### src/rtl/mdu_pkg.sv
// ----------------------------------------------------------------------------
// mdu_pkg
// Shared definitions for the MDU divider slice. It holds:
//   - state_t    : divider sequencer states (IDLE, CALC, FIX)
//   - WIDTH      : default operand/result width
//   - DIV0_QUOT  : raw quotient produced by a divide by zero (all ones)
// No ports (package).
// ----------------------------------------------------------------------------
package mdu_pkg;

    localparam int WIDTH = 32;

    localparam logic [WIDTH-1:0] DIV0_QUOT = '1;

    typedef enum logic [1:0] {
        IDLE = 2'd0,
        CALC = 2'd1,
        FIX  = 2'd2
    } state_t;

endpackage

### src/rtl/mdu_divider_div_step.sv
// ----------------------------------------------------------------------------
// div_step
// One combinational radix-2 restoring division iteration.
//   rem      in  WIDTH  partial remainder (always < divisor when divisor != 0)
//   quo      in  WIDTH  remaining dividend bits (MSB first); quotient bits
//                       enter at the LSB
//   divisor  in  WIDTH  divisor magnitude
//   next_rem out WIDTH  partial remainder after this iteration
//   next_quo out WIDTH  quo shifted left with the new quotient bit appended
// ----------------------------------------------------------------------------
module div_step #(
    parameter int WIDTH = 32
) (
    input  logic [WIDTH-1:0] rem,
    input  logic [WIDTH-1:0] quo,
    input  logic [WIDTH-1:0] divisor,
    output logic [WIDTH-1:0] next_rem,
    output logic [WIDTH-1:0] next_quo
);

    logic [WIDTH:0] shifted;
    logic [WIDTH:0] trial;

    // rem < divisor keeps shifted < 2*divisor, so the trial difference always
    // fits in WIDTH+1 bits and its MSB is a reliable sign. With a zero divisor
    // the remainder only ever holds leading dividend bits, so the MSB stays 0.
    assign shifted  = {rem, quo[WIDTH-1]};
    assign trial    = shifted - {1'b0, divisor};
    assign next_rem = trial[WIDTH] ? shifted[WIDTH-1:0] : trial[WIDTH-1:0];
    assign next_quo = {quo[WIDTH-2:0], ~trial[WIDTH]};

endmodule

### src/rtl/mdu_divider.sv
// ----------------------------------------------------------------------------
// mdu_divider
// Sequential radix-2 restoring divider for MIPS-style DIV/DIVU. One quotient
// bit per clock; results land on hi (remainder) and lo (quotient).
//   clk          in   rising-edge clock
//   rst_n        in   asynchronous active-low reset
//   start        in   request, sampled only in IDLE (not in the done cycle)
//   is_signed    in   1 = DIV (two's complement), 0 = DIVU
//   a            in   WIDTH  dividend
//   b            in   WIDTH  divisor
//   busy         out  high from the cycle after acceptance until done
//   done         out  one-cycle pulse, hi/lo valid from this cycle on
//   hi           out  WIDTH  remainder (sign follows the dividend)
//   lo           out  WIDTH  quotient (truncated toward zero)
//   div_by_zero  out  set with done when b == 0, held until next accepted start
// Optional build macro MDU_DIV_EARLY_OUT_EN: when defined, b == 0 or
// |a| < |b| skips the iteration phase and finishes in two cycles.
// ----------------------------------------------------------------------------
module mdu_divider #(
    parameter  int WIDTH = mdu_pkg::WIDTH,
    localparam int CNT_W = $clog2(WIDTH)
) (
    input  logic             clk,
    input  logic             rst_n,
    input  logic             start,
    input  logic             is_signed,
    input  logic [WIDTH-1:0] a,
    input  logic [WIDTH-1:0] b,
    output logic             busy,
    output logic             done,
    output logic [WIDTH-1:0] hi,
    output logic [WIDTH-1:0] lo,
    output logic             div_by_zero
);

    import mdu_pkg::*;

    localparam logic [WIDTH-1:0] QUOT_ONES = {WIDTH{DIV0_QUOT[0]}};

    function automatic logic [WIDTH-1:0] magnitude(input logic [WIDTH-1:0] x,
                                                   input logic             sgn);
        return (sgn && x[WIDTH-1]) ? -x : x;
    endfunction

    function automatic logic [WIDTH-1:0] apply_sign(input logic [WIDTH-1:0] x,
                                                    input logic             neg);
        return neg ? -x : x;
    endfunction

    state_t           state;
    logic [CNT_W-1:0] cnt;
    logic             sgn;
    logic             q_neg;
    logic             r_neg;
    logic             b_zero;
    logic [WIDTH-1:0] rem;
    logic [WIDTH-1:0] quo;
    logic [WIDTH-1:0] divisor;
    logic [WIDTH-1:0] next_rem;
    logic [WIDTH-1:0] next_quo;
    logic [WIDTH-1:0] a_mag;
    logic [WIDTH-1:0] b_mag;

    assign a_mag = magnitude(a, is_signed);
    assign b_mag = magnitude(b, is_signed);

    div_step #(.WIDTH(WIDTH)) u_step (
        .rem      (rem),
        .quo      (quo),
        .divisor  (divisor),
        .next_rem (next_rem),
        .next_quo (next_quo)
    );

    always_ff @(posedge clk or negedge rst_n) begin
        if (!rst_n) begin
            state       <= IDLE;
            cnt         <= '0;
            sgn         <= 1'b0;
            q_neg       <= 1'b0;
            r_neg       <= 1'b0;
            b_zero      <= 1'b0;
            rem         <= '0;
            quo         <= '0;
            divisor     <= '0;
            busy        <= 1'b0;
            done        <= 1'b0;
            hi          <= '0;
            lo          <= '0;
            div_by_zero <= 1'b0;
        end else begin
            done <= 1'b0;
            case (state)
                IDLE: begin
                    // The done cycle still sits in IDLE but closes the
                    // previous operation, so a start there is not taken.
                    if (start && !done) begin
                        sgn         <= is_signed;
                        q_neg       <= a[WIDTH-1] ^ b[WIDTH-1];
                        r_neg       <= a[WIDTH-1];
                        b_zero      <= (b == '0);
                        divisor     <= b_mag;
                        cnt         <= CNT_W'(WIDTH - 1);
                        busy        <= 1'b1;
                        div_by_zero <= 1'b0;
`ifdef MDU_DIV_EARLY_OUT_EN
                        if ((b == '0) || (a_mag < b_mag)) begin
                            // Quotient is 0 (or overridden for b == 0) and
                            // the whole dividend is the remainder.
                            rem   <= a_mag;
                            quo   <= '0;
                            state <= FIX;
                        end else begin
                            rem   <= '0;
                            quo   <= a_mag;
                            state <= CALC;
                        end
`else
                        rem   <= '0;
                        quo   <= a_mag;
                        state <= CALC;
`endif
                    end
                end
                CALC: begin
                    rem <= next_rem;
                    quo <= next_quo;
                    cnt <= cnt - CNT_W'(1);
                    if (cnt == '0) state <= FIX;
                end
                FIX: begin
                    // A zero divisor leaves the raw all-ones quotient; the
                    // remainder path naturally reproduces the dividend.
                    lo          <= b_zero ? QUOT_ONES : apply_sign(quo, q_neg & sgn);
                    hi          <= apply_sign(rem, r_neg & sgn);
                    div_by_zero <= b_zero;
                    done        <= 1'b1;
                    busy        <= 1'b0;
                    state       <= IDLE;
                end
                default: state <= IDLE;
            endcase
        end
    end

endmodule

### config.mk
export PLATFORM = sky130hd
export DESIGN_NAME = mdu_divider
export DESIGN_NICKNAME = d
export VERILOG_FILES = /design/src/rtl/mdu_pkg.sv /design/src/rtl/mdu_divider_div_step.sv /design/src/rtl/mdu_divider.sv
export SDC_FILE = /design/constraint.sdc
export NUM_CORES = 1
export LEC_CHECK = 0
export CAP_MARGIN = 20
export CORE_MARGIN = 2
export CORE_UTILIZATION = 50
export DETAILED_ROUTE_END_ITERATION = 8
export PLACE_DENSITY = 0.73
export SLEW_MARGIN = 25
export SYNTH_ARGS = -nofsm -noshare
export SYNTH_HDL_FRONTEND = slang
export SYNTH_SLANG_ARGS = --single-unit
### constraint.sdc
create_clock -name clk -period 4.04 [get_ports clk]
set_clock_uncertainty 0.05 [all_clocks]
set_input_delay 0.404 -clock clk [delete_from_list [all_inputs] [get_ports clk]]
set_output_delay 0.404 -clock clk [all_outputs]
set_load 0.01 [all_outputs]
==> summary.md <==
| Metric | Value |
|---|---|
| Worst-path fanout max | `38` |
| CTS tree | `yes` |
| Critical path arrival | `3630 ps` |
| Worst Hold Class | `reg2reg` |
| Die area | `23300 um2` |
| CTS Buf Count | `17` |
| Period utilisation layout | `83.1%` |
| Status | `complete, no violations` |
| Drt wl/cell | `16.6 um` |
| Synth Area in Compound Gates | `22.8%` |
| Clk slew on worst S/H paths | `70 ps` |
| EDFF count, synth | `0` |
| Yosys reg bits | `174` |
| Leak | `0.00556 uW` |
| Antenna diodes | `0` |
| Clock Latency Late Sink | `430 ps` |
| Pin count of the biggest net entering global routing | `106` |
| Most used DFF post-synth | `dfrtp_1` |
| CTS Sinks | `174` |
| H-tree level count | `4` |
| Die H | `153 um` |
| Syn Area/Cell | `8.56 um2` |
| Global Route Usage Sum | `24.1%` |
| DP Wirelength | `21000 um` |
| Xor/xnor share of the synthesized area | `11.4%` |
| Worst-margin pin slew | `1010 ps` |
| Period minus WS final | `3360 ps` |
| Post-Synth Adder-Cell Area | `4.48%` |
| Via density | `5.80` |
| Layout area overhead | `19.8%` |
| Utilization after layout | `60.9%` |
| Peak supply drop | `0.771 mV` |
| GRT overflow | `0` |
| Core Rows | `54` |
| Synthesis Warnings | `0` |
| Post-Syn Nets | `1398` |
| Core ar. | `21800 um2` |
| Vias in the first global route | `9097` |
| Postcts setup bufs | `0` |
| Pwr/cell area | `922 nW/um2` |
| DRT Pass-1 Iters | `7` |
| Unrepaired setup endpoints after global routing | `no` |
| Async SR Flop Fraction | `100%` |
| Critical path type | `reg2reg` |
| Slew HR | `32.7%` |
| Share of cells above drive strength 1 | `4.55%` |
| Routed wire length | `28000 um` |
| Initial Utilization | `50.8%` |
| Crit path capture type | `register` |
| Post-synth cell types | `74` |
| Post-route ant nets | `0` |
| Endpoints failing hold | `0` |
| Post-synthesis sequential area ratio | `39.4%` |
| MaxCap Viol Count | `0` |
| Setup tns final | `0 ps` |
| I/O Buffers | `134` |
| Final net count | `1500` |
| Mapped cell area | `11100 um2` |
| Initial antenna violation count | `0` |
| Fmax | `298 MHz` |
| Final Max Tran Viols | `0` |
| Simple logic cell fraction of the synthesized area | `15.9%` |
| Startpoint Class | `register` |
| DRT iter0 DRCs | `793` |
| Setup violators final | `0` |
| GP Congestion | `0.887` |
| Die width | `153 um` |
| Top Ports | `135` |
| Main combinational cell family by area after synthesis | `compound AO/OA/AOI/OAI gates` |
| First-pass GRT wire length | `46200 um` |
| CTS root buffer | `clkbuf_16` |
| Worst path required time | `4310 ps` |
| Clk buf depth | `2` |
| Via count | `9774` |
| Syn Inst Count | `1291` |
| # DRC | `0` |
| Mux cell area share after synthesis | `1.64%` |
| Final Power | `12200 uW` |
==> stage by stage <==
| step | worst slack [ps] | hold WS, ps | cell area [um2] | instances |
|---|---|---|---|---|
| floorplan | 1160 | 58.4 | 11100 | 1291 |
| global placement | 781 | 372 | 12600 | 1653 |
| detailed placement | 720 | 372 | 12600 | 1653 |
| CTS | 706 | 438 | 13200 | 1686 |
| global route | 470 | 450 | 13200 | 1686 |
| finish | 681 | 428 | 13200 | 1686 |
==> placed cells by master (no fill, tap or decap), types with 5 or more instances in the layout <==
master	netlist	final
inv_8	0	5
nand4_1	6	6
o21ai_0	145	145
clkdlybuf4s50_1	0	133
mux2i_1	17	17
inv_1	59	59
nand2_1	150	150
nand3_1	11	11
nor4_1	13	13
o31ai_1	20	20
nor3_1	22	22
o41ai_1	12	12
clkbuf_16	0	17
o21bai_1	5	5
a221o_1	5	5
a22oi_1	30	30
a22o_1	5	5
nor2_1	113	111
o21ai_1	13	13
a21oi_1	109	109
a31oi_1	12	12
or3_1	7	7
ha_1	38	38
or4_1	11	11
inv_6	0	5
nand2b_1	14	13
xnor2_1	81	81
and2_1	12	12
xor2_1	61	61
a21o_1	12	12
dfrtp_1	174	174
buf_4	1	9
==> cell families (layout without fill, tap and decap cells) <==
logic type      after synthesis  after routing
compound gates              408            408
fa+ha+maj                    39             39
buf+inv                     123            238
flops                       174            174
xor+xnor                    143            143
simple gates                386            386
mux                          18             18
==> repair_timing <==
item | CTS | global route
hold buffers | 1 | 0
gates resized for setup | 0 | 0
hold endpoints to repair | 61 | 0
setup endpoints to repair | 0 | 0
==> where the power goes <==
group	internal [uW]	total (uW)	switching [uW]
Clock	835	1640	801
Combinational	3220	7210	3990
Sequential	2490	3370	874
Total	6550	12200	5670
==> area by class of cell <==
class                           instances  area (um2)
Clock buffer                           17         425
Clock inverter                         15         166
Fill cell                            1904        8510
Inverter                               60         225
Multi-Input combinational cell        994        6260
Sequential cell                       174        4350
Tap cell                              280         350
Timing Repair Buffer                  146        1460
==> critical path: stages, from the launching register on <==
cell      delay, ps
dfrtp_1         380
inv_1            80
ha_1            220
fa_1            400
nor2b_1         160
o31a_1          260
o311ai_4        140
a211oi_2        420
o41ai_4         150
xnor2_4         260
buf_12          260
nor2b_1          70
a31o_1          190
a22o_1          180
==> registers in the layout, indices dropped and copies added, names as in the netlist, 2 cells and up <==
name,count
rem,32
cnt,5
hi,32
state,2
divisor,32
lo,32
quo,32
==> synthesized netlist by cell type, types with 7 or more instances <==
| cell | n | area share, % |
|---|---|---|
| dfrtp_1 | 174 | 39 |
| a31oi_1 | 12 | 0.68 |
| nor2_1 | 113 | 3.8 |
| or4_1 | 11 | 0.75 |
| ha_1 | 38 | 4.3 |
| a21oi_1 | 109 | 4.9 |
| inv_1 | 59 | 2.0 |
| nand2_1 | 150 | 5.1 |
| o21ai_0 | 145 | 6.6 |
| nand3_1 | 11 | 0.50 |
| o41ai_1 | 12 | 0.95 |
| a22oi_1 | 30 | 2.0 |
| nor4_1 | 13 | 0.74 |
| or3_1 | 7 | 0.40 |
| nor3_1 | 22 | 1.0 |
| mux2i_1 | 17 | 1.5 |
| xor2_1 | 61 | 4.8 |
| and2_1 | 12 | 0.68 |
| a21o_1 | 12 | 0.81 |
| o21ai_1 | 13 | 0.59 |
| xnor2_1 | 81 | 6.4 |
| nand2b_1 | 14 | 0.79 |
| clkbuf_1 | 54 | 1.8 |
| o31ai_1 | 20 | 1.4 |
==> routing by layer <==
metal  vias up  global-route usage, %  routed length [um]
li1       4776                      -                   -
met3        30                   3.58                1940
met4         0                   5.56                 318
met2       334                   36.9               12300
met1      4634                   36.2               13500
met5         -                      0                   0
==> path summary, 6_finish.rpt <==
kind / from / end / slack, ps / depth (start not counted)
worst max-delay path: quo[31] / rem[28] / 680 / 13
worst min-delay path: hi[20] / hi[20] / 430 / 2
worst max register to register: quo[31] / rem[28] / 680 / 13
worst min register to register: hi[20] / hi[20] / 430 / 2
max in group asynchronous: rst_n / quo[4] / 2630 / 3
min in group asynchronous: rst_n / divisor[5] / 460 / 2
No activity file was read; power rests on OpenSTA's default activity.
